<file path="config.mk">
export PLATFORM = sky130hd
export DESIGN_NAME = writeback_arbiter
export DESIGN_NICKNAME = d
export VERILOG_FILES = /design/src/rtl/writeback_arbiter_pkg.sv /design/src/rtl/writeback_arbiter_wb_fifo.sv /design/src/rtl/writeback_arbiter.sv
export SDC_FILE = /design/constraint.sdc
export NUM_CORES = 1
export LEC_CHECK = 0
export CORE_ASPECT_RATIO = 1.75
export CORE_MARGIN = 10
export CORE_UTILIZATION = 35
export CTS_BUF_LIST = sky130_fd_sc_hd__clkbuf_4 sky130_fd_sc_hd__clkbuf_8
export DETAILED_ROUTE_END_ITERATION = 6
export GPL_TIMING_DRIVEN = 0
export PLACE_DENSITY = 0.72
export SLEW_MARGIN = 20
export SYNTH_ARGS = -nofsm -noshare
export SYNTH_HDL_FRONTEND = slang
export SYNTH_SLANG_ARGS = --single-unit
</file>
<file path="constraint.sdc">
create_clock -name clk -period 3.1 [get_ports clk]
set_clock_uncertainty 0.1 [all_clocks]
set_input_delay 0.775 -clock clk [delete_from_list [all_inputs] [get_ports clk]]
set_output_delay 0.775 -clock clk [all_outputs]
set_load 0.03 [all_outputs]
</file>
<file path="src/rtl/writeback_arbiter_pkg.sv">
// Shared types and sizes for the register-file write-back path.
package writeback_arbiter_pkg;

  localparam int XLEN       = 32;
  localparam int REG_ADDR_W = 5;
  localparam int REG_COUNT  = 32;

  typedef struct packed {
    logic [REG_ADDR_W-1:0] rd;
    logic [XLEN-1:0]       data;
  } wb_entry_t;

endpackage

</file>
<file path="src/rtl/writeback_arbiter_wb_fifo.sv">
// Small synchronous FIFO holding load results until the write port is free.
module wb_fifo
  import writeback_arbiter_pkg::*;
#(
  parameter int DEPTH = 2
) (
  input  logic      clk,
  input  logic      rst,
  input  logic      push,
  input  wb_entry_t push_entry,
  input  logic      pop,
  output logic      full,
  output logic      empty,
  output wb_entry_t head
);

  localparam int PW = $clog2(DEPTH);
  localparam logic [PW:0] FULL_CNT = (PW+1)'(DEPTH);

  wb_entry_t       mem [DEPTH];
  logic [PW-1:0]   wr_ptr;
  logic [PW-1:0]   rd_ptr;
  logic [PW:0]     count;
  logic            do_push;
  logic            do_pop;

  assign full    = (count == FULL_CNT);
  assign empty   = (count == '0);
  assign do_push = push && !full;
  assign do_pop  = pop && !empty;
  assign head    = mem[rd_ptr];

  // Storage carries no reset; only pointers and count define validity.
  always_ff @(posedge clk) begin
    if (do_push) mem[wr_ptr] <= push_entry;
  end

  always_ff @(posedge clk) begin
    if (rst) begin
      wr_ptr <= '0;
      rd_ptr <= '0;
      count  <= '0;
    end else begin
      if (do_push) wr_ptr <= wr_ptr + 1'b1;
      if (do_pop)  rd_ptr <= rd_ptr + 1'b1;
      case ({do_push, do_pop})
        2'b10:   count <= count + 1'b1;
        2'b01:   count <= count - 1'b1;
        default: count <= count;
      endcase
    end
  end

endmodule

</file>
<file path="src/rtl/writeback_arbiter.sv">
// Register-file write master: ALU results take priority, load results are buffered,
// and a pending-load scoreboard flags registers still awaiting load data.
module writeback_arbiter
  import writeback_arbiter_pkg::*;
#(
  parameter int XLEN          = writeback_arbiter_pkg::XLEN,
  parameter int LD_FIFO_DEPTH = 2
) (
  input  logic                  clk,
  input  logic                  rst,
  input  logic                  alu_valid,
  input  logic [REG_ADDR_W-1:0] alu_rd,
  input  logic [XLEN-1:0]       alu_data,
  input  logic                  ld_issue,
  input  logic [REG_ADDR_W-1:0] ld_issue_rd,
  input  logic                  ld_valid,
  output logic                  ld_ready,
  input  logic [REG_ADDR_W-1:0] ld_rd,
  input  logic [XLEN-1:0]       ld_data,
  output logic                  we,
  output logic [REG_ADDR_W-1:0] WriteAddr,
  output logic [XLEN-1:0]       WriteData,
  output logic [REG_COUNT-1:0]  pending,
  output logic                  err
);

  wb_entry_t             push_entry;
  wb_entry_t             fifo_head;
  logic                  fifo_full;
  logic                  fifo_empty;
  logic                  ld_push;
  logic                  sel_alu;
  logic                  sel_fifo;
  logic                  sel_any;
  logic [REG_ADDR_W-1:0] sel_rd;
  logic [XLEN-1:0]       sel_data;
  logic [REG_COUNT-1:0]  set_vec;
  logic [REG_COUNT-1:0]  clr_vec;
  logic [REG_COUNT-1:0]  pending_nxt;
  logic                  issue_hazard;
  logic                  alu_hazard;
  logic                  push_hazard;

  assign ld_ready   = !fifo_full;
  assign ld_push    = ld_valid && ld_ready;
  assign push_entry = '{rd: ld_rd, data: ld_data};

  wb_fifo #(.DEPTH(LD_FIFO_DEPTH)) u_fifo (
    .clk        (clk),
    .rst        (rst),
    .push       (ld_push),
    .push_entry (push_entry),
    .pop        (sel_fifo),
    .full       (fifo_full),
    .empty      (fifo_empty),
    .head       (fifo_head)
  );

  assign sel_alu  = alu_valid;
  assign sel_fifo = !alu_valid && !fifo_empty;
  assign sel_any  = sel_alu || sel_fifo;

  always_comb begin
    sel_rd   = alu_rd;
    sel_data = alu_data;
    if (sel_fifo) begin
      sel_rd   = fifo_head.rd;
      sel_data = fifo_head.data;
    end
  end

  // A new issue to the same rd as a retiring load keeps the bit set.
  always_comb begin
    set_vec = '0;
    clr_vec = '0;
    if (ld_issue && ld_issue_rd != '0) set_vec[ld_issue_rd] = 1'b1;
    if (sel_fifo) clr_vec[fifo_head.rd] = 1'b1;
    pending_nxt    = (pending & ~clr_vec) | set_vec;
    pending_nxt[0] = 1'b0;
  end

  assign issue_hazard = ld_issue && (ld_issue_rd != '0) && pending[ld_issue_rd]
                        && !clr_vec[ld_issue_rd];
  assign alu_hazard   = alu_valid && pending[alu_rd];
  // Loads targeting x0 are never tracked, so their results are not violations.
  assign push_hazard  = ld_push && (ld_rd != '0) && !pending[ld_rd];

  always_ff @(posedge clk) begin
    if (rst) begin
      we        <= 1'b0;
      WriteAddr <= '0;
      WriteData <= '0;
      pending   <= '0;
      err       <= 1'b0;
    end else begin
      we <= sel_any && (sel_rd != '0);
      if (sel_any) begin
        WriteAddr <= sel_rd;
        WriteData <= sel_data;
      end
      pending <= pending_nxt;
      err     <= err || issue_hazard || alu_hazard || push_hazard;
    end
  end

endmodule

</file>
==> impl_metrics.tcl, run 1 <==
set metrics [dict create \
    grt_pass1_vias 5599 \
    cts_tree "yes" \
    drc 0 \
    tightest_slew_ns 0.765 \
    cts_resized 0 \
    tns_ns 0 \
    required_ns 3.31 \
    vias_per_cell 5.25 \
    yosys.area.top_type "edfxtp_1" \
    ctsHoldBuffers 0 \
    critPathKind "in -> reg" \
    rsz0062_at_grt "no" \
    ios 156 \
    hold_depth 2 \
    hpwl_um 16100 \
    drv_slew 0 \
    synthFlopType "dfxtp_1" \
    ys_types 45 \
    die_w_um 124 \
    hold_viol 0 \
    worstSkewPairLatency_ns 0.45 \
    overflow 0 \
    grt_util_all_layers_pct 16.1 \
    initialDrtViolationCount 440 \
    r2r_slack_ns 0.61 \
    leakagePower_nw 3.07 \
    antenna_found_initial 1 \
    setup_viol 0 \
    grt_pass1_wl_um 31900 \
    cp-end-kind "flip-flop" \
    grt_start_max_net_pins 21 \
    synth_seq_cells 149 \
    max_freq_mhz 324 \
    cts.sinks 149 \
    hp-start "WriteAddr[0]$_SDFFE_PP0P_" \
    p_per_area_nw_per_um2 671 \
    synth_top_area_share_pct 33.4 \
    crit_arrival_ns 3.30 \
    synth-seq-area-share_pct 55.9 \
    hold_slack_ns 0.387 \
    post_drt_wl_per_cell_um 20.1 \
    timing.rr.start "u_fifo.count[0]$_SDFFE_PP0P_" \
    crit_path_start_kind "primary input" \
    syn_nets 710 \
    fp.dieH_um 202 \
    start_util_pct 35.7 \
    antenna_left 0 \
    vdd_drop_max_uv 271 \
    worstReg2RegEnd "u_fifo.count[1]$_SDFFE_PP0P_" \
    worst_hold_path.endpoint "WriteAddr[0]$_SDFFE_PP0P_" \
    met1_usage_pct 16.8 \
    globalRoute.busiestLayer "met2" \
    use_met3_pct 3.70 \
    cts_root_buffer "clkbuf_8" \
    coreArea_um2 18700 \
    max_cap_violations 0 \
    post-route-period-util_pct 99.7 \
    drive_above_1_share_pct 8.40 \
    vias 5504 \
    fillers 1808 \
    wirelength_um 21100 \
    htree_levels 4 \
    fin_nets 882 \
    postCtsSetupBuffers 0 \
    crit_fanout 10 \
    rows 66 \
    rr_worst_depth 6 \
    syn-cell-area_um2 6660 \
    synth_area_leaders "edfxtp_1, dfxtp_1, a21oi_1" \
    numPortBuffers 151 \
    fin_crit_ns 3.09 \
    status "completed" \
    syn2layout_area_growth_pct 34.3 \
    ys_async_sr_fraction_pct 0 \
    slew_headroom_pct 47.5 \
    yosysWarningCount 0 \
    netlist_instances 625 \
    cts_buffers 17 \
    avgSynthCellArea_um2 10.7 \
    drt-pass1-iter-count 5 \
    use_met2_pct 29.1 \
    die_area_um2 25200 \
    final_common_cell "clkdlybuf4s50_1" \
    clkSlewWorstSetupHoldPaths_ns 0.09 \
    synth_edf_count 74 \
    cts_buffer_depth 2 \
    final_cell_mix "clkdlybuf4s50_1, nor2_1, a21oi_1, dfxtp_1, edfxtp_1" \
    gp_congestion 0.919 \
    hp-class "reg -> reg" \
]
[registers in the layout, indices dropped and copies added (netlist names), named ones only]
register,cells
u_fifo.count,2
WriteAddr,5
u_fifo.mem,74
pending,31
WriteData,32
we,1
err,1
u_fifo.rd_ptr,1
u_fifo.wr_ptr,1
[layer usage]
layer | share of wire [%] | up-vias
met4 | 4.3 | 0
li1 | - | 2619
met3 | 6.1 | 46
met5 | 0 | -
met2 | 53 | 227
met1 | 37 | 2612
[cell usage after synthesis (2+ instances only)]
| cell type | n |
|---|---|
| nand2b_1 | 4 |
| a31oi_1 | 4 |
| nand3_1 | 7 |
| nand3b_1 | 3 |
| buf_2 | 3 |
| xnor2_1 | 4 |
| nor2_1 | 112 |
| mux2i_1 | 38 |
| and3_1 | 2 |
| xor2_1 | 5 |
| dfxtp_1 | 75 |
| a221oi_1 | 3 |
| o31ai_1 | 2 |
| or3_1 | 2 |
| clkbuf_1 | 29 |
| inv_1 | 3 |
| buf_4 | 2 |
| buf_1 | 7 |
| nand2_1 | 45 |
| o21ai_0 | 33 |
| nor4_1 | 4 |
| mux2_2 | 14 |
| a211oi_1 | 3 |
| nor2b_1 | 6 |
| nor3_1 | 9 |
| a21oi_1 | 93 |
| mux4_1 | 6 |
| edfxtp_1 | 74 |
| a222oi_1 | 6 |
| mux4_2 | 12 |
[layout make-up]
| type | count | area, um^2 | share of cell area (%) |
|---|---|---|---|
| antenna | 1 | 2.50 | 0.0280 |
| timing repair buffer | 153 | 1570 | 17.5 |
| multi-input combinational | 430 | 2740 | 30.7 |
| clock buffer | 19 | 255 | 2.85 |
| buffer | 43 | 190 | 2.13 |
| tap | 238 | 298 | 3.33 |
| inverter | 3 | 11.3 | 0.126 |
| sequential | 149 | 3720 | 41.6 |
| clock inverter | 13 | 156 | 1.75 |
[how the worst max path moves through the flow]
stage,start,end,slack (ns)
CTS,alu_rd[1],err$_SDFF_PP0_,0.08
floorplan,u_fifo.count[0]$_SDFFE_PP0P_,u_fifo.mem[0][0]$_DFFE_PP_,0.07
finish,alu_rd[1],err$_SDFF_PP0_,0.01
detailed placement,alu_rd[1],err$_SDFF_PP0_,-0.41
global route,alu_rd[1],err$_SDFF_PP0_,0.01
global placement,ld_valid,u_fifo.mem[0][5]$_DFFE_PP_,-1.52
[critical path, cell delays in order]
cell and delay, ns:
clkdlybuf4s50_1 0.51, clkbuf_1 0.57, mux4_2 0.41, mux4_2 0.50
and3_1 0.20, a311oi_1 0.22, o211ai_1 0.12
[power breakdown]
part,internal [mW],total (mW),switching [mW]
clock network,0.822,1.55,0.724
logic,0.749,1.94,1.19
registers,2.39,2.52,0.121
total,3.97,6.00,2.04
[kinds of logic after synthesis]
family | count (synthesis) | share of synthesized area, %
multiplexers | 70 | 14.5
flip-flops | 149 | 55.9
adder cells (fa/ha/maj) | 1 | 0.188
AO/OA/AOI/OAI | 153 | 12.8
XOR/XNOR | 9 | 1.18
other | 1 | 0.0563
AND/OR/NAND/NOR | 196 | 12.3
buffers and inverters | 46 | 3.02
[per-stage QoR]
step / cells / cell area, um^2 / utilization (%) / setup slack [ns] / power [mW]
6_report: 1049 / 8950 / 47.9 / 0.00986 / 6.00
3_5_place_dp: 1016 / 8530 / 45.7 / -0.408 / 4.52
2_1_floorplan: 625 / 6660 / - / 0.0654 / 3.74
3_3_place_gp: 1014 / 8470 / 45.4 / -1.52 / 4.46
5_1_grt: 1049 / 8950 / 47.9 / 0.0107 / 6.31
4_1_cts: 1048 / 8940 / 47.9 / 0.0801 / 6.05
Note: power is estimated with default switching activity, not from simulation.
==> inputs of run 2 (changes only) <==
==> constraint.sdc (replaced) <==
create_clock -name clk -period 3.1 [get_ports clk]
set_clock_uncertainty 0.1 [all_clocks]
set_input_delay 0.775 -clock clk [delete_from_list [all_inputs] [get_ports clk]]
set_output_delay 0.775 -clock clk [all_outputs]
set_load 0.005 [all_outputs]
==> results of run 2 <==
Same layout as run 1 (identical final DEF). Status: completed.
Main changes from that run: total power 6.00 mW -> 5.78 mW; worst IR drop on VDD 271 uV -> 262 uV
==> inputs of run 3 (changes only) <==
--- a/config.mk
+++ b/config.mk
@@ -7,11 +7,11 @@
 export LEC_CHECK = 0
 export CORE_ASPECT_RATIO = 1.75
 export CORE_MARGIN = 10
-export CORE_UTILIZATION = 35
+export CORE_UTILIZATION = 47
 export CTS_BUF_LIST = sky130_fd_sc_hd__clkbuf_4 sky130_fd_sc_hd__clkbuf_8
 export DETAILED_ROUTE_END_ITERATION = 6
 export GPL_TIMING_DRIVEN = 0
-export PLACE_DENSITY = 0.72
+export PLACE_DENSITY = 0.89
 export SLEW_MARGIN = 20
 export SYNTH_ARGS = -nofsm -noshare
 export SYNTH_HDL_FRONTEND = slang
==> run 3 against run 2 <==
Against the previous run: the flow now finishes with violations (DRC); sequential power barely moved; fmax grew 5.4%; total power fell by 2.6%; sequential share of layout area up 0.66 points; register-to-register slack lost 0.06 ns; clock power down 11%; first-iteration DRC count is 8.6% lower; critical path type unchanged; highest routed layer unchanged.
==> impl_metrics.tcl, run 3 (synthesis gave the netlist of run 1 again) <==
set metrics [dict create \
    status "finished with violations" \
    violations "DRC" \
    rows 57 \
    antenna_left 0 \
    syn2layout_area_growth_pct 32.2 \
    cts_tree "yes" \
    vias_per_cell 5.80 \
    fin_nets 882 \
    gp_congestion 0.957 \
    htree_levels 4 \
    placedCellCount 955 \
    worst-path-buf-inv 2 \
    crit_family "multiplexers" \
    final_common_cell "clkdlybuf4s50_1" \
    grt_util_all_layers_pct 22.1 \
    cp-end-kind "flip-flop" \
    total_power_mw 5.63 \
    coreArea_um2 13900 \
    die_w_um 110 \
    largest_reg_flops 74 \
    final_cells 987 \
    crit_arrival_ns 3.15 \
    drt-pass1-iter-count 7 \
    pre_cts_ws_ns -0.347 \
    worst_path_most_repeated_cell "mux4_2" \
    cp_slowest_cell "clkdlybuf4s50_1" \
    top_regs "u_fifo.mem: 74 flops, WriteData: 32 flops, pending: 31 flops" \
    start_util_pct 47.9 \
    place_area_um2 8450 \
    final_cell_mix "clkdlybuf4s50_1, nor2_1, a21oi_1, dfxtp_1, edfxtp_1" \
    hold_slack_ns 0.392 \
    initialDrtViolationCount 402 \
    postLayoutCoreUtil_pct 63.3 \
    max_stage_delay_ns 0.55 \
    die_area_um2 19500 \
    hold_viol 0 \
    ios 156 \
    ctsHoldBuffers 0 \
    cts.sinks 149 \
    overflow 0 \
    hp-class "reg -> reg" \
    fp.dieH_um 177 \
    vias 5722 \
    wirelength_um 21600 \
    rsz0062_at_grt "no" \
    setup_viol 0 \
    crit_path_cell_trace "clkdlybuf4s50_1 -> buf_4 -> mux4_2 -> mux4_2 -> and3_1 -> a311oi_1 -> o211ai_1" \
    n_antenna_cell 0 \
    worst_slack_ns 0.168 \
    leakagePower_nw 3.05 \
    final_area_um2 8810 \
    hpwl_um 16000 \
    grt_start_max_net_pins 32 \
    grt_pass1_vias 5937 \
    regMostFlops "u_fifo.mem" \
    drc 5 \
    crit_path_start_kind "primary input" \
    required_ns 3.32 \
    drive_above_1_share_pct 8.64 \
    max_freq_mhz 341 \
    grt_pass1_wl_um 32600 \
    worstSkewPairLatency_ns 0.45 \
    critPathKind "in -> reg" \
    numPortBuffers 151 \
    cts_buffer_depth 2 \
    tns_ns 0 \
    crit_fanout 10 \
    tightest_slew_ns 0.846 \
    cts_buffers 17 \
    post-route-period-util_pct 94.6 \
    fin_crit_ns 2.93 \
    p_per_area_nw_per_um2 639 \
    slew_headroom_pct 43.4 \
    cts_root_buffer "clkbuf_8" \
    antenna_found_initial 0 \
    max_cap_violations 0 \
    post_drt_wl_per_cell_um 21.9 \
    drv_slew 0 \
    clkSlewWorstSetupHoldPaths_ns 0.09 \
    vdd_drop_max_uv 380 \
]
## run 3: cell count changes in the layout (fill, tap and decap cells not counted), sizes merged
cell      previous run  this run
clkinvlp             4         3
inv                  4        13
clkbuf              49        48
diode                1         0
clkinv               5         1
bufinv               3         0
## run 3: path summary, 6_finish.rpt
| kind | depth (start not counted) | endpoint | startpoint | slack [ns] |
|---|---|---|---|---|
| setup / recovery | 7 | err$_SDFF_PP0_ | alu_rd[0] | 0.17 |
| hold / removal | 2 | WriteData[19]$_SDFFE_PP0P_ | WriteData[19]$_SDFFE_PP0P_ | 0.39 |
| setup reg to reg | 6 | u_fifo.count[1]$_SDFFE_PP0P_ | u_fifo.count[0]$_SDFFE_PP0P_ | 0.55 |
| hold reg to reg | 2 | WriteData[19]$_SDFFE_PP0P_ | WriteData[19]$_SDFFE_PP0P_ | 0.39 |
## run 3: power breakdown
part / internal, mW / switching (mW)
registers: 2.39 / 0.131
clock network: 0.586 / 0.792
logic: 0.745 / 0.982
## run 3: layer usage
layer	GRT usage [%]	share of wire, %
met1	22.3	34
met3	5.38	7.7
met4	12.4	5.2
met5	0	0
met2	39.7	53
## run 3: area by class of cell
class	count	area, um^2
Buffer	43	191
Fill cell	1137	5100
Clock inverter	14	115
Inverter	3	11.3
Clock buffer	18	241
Timing Repair Buffer	153	1560
Multi-Input combinational cell	430	2740
Sequential cell	149	3720
Tap cell	177	221
## run 3: worst reg2reg max path: cells and delay by family, from the launching register on
kind	cells	cell delay, ns
AOI/OAI and AO/OA	2	0.61
buffers and inverters	2	0.57
adders and majority gates	1	0.44
and+or+nand+nor	1	0.40
DFF	1	0.37
## run 3: timing repair
item | in CTS | in global routing
setup endpoints to repair | 0 | 1
hold endpoints to repair | 0 | 0
buffers inserted | 0 | 0
resized for setup | 0 | 2
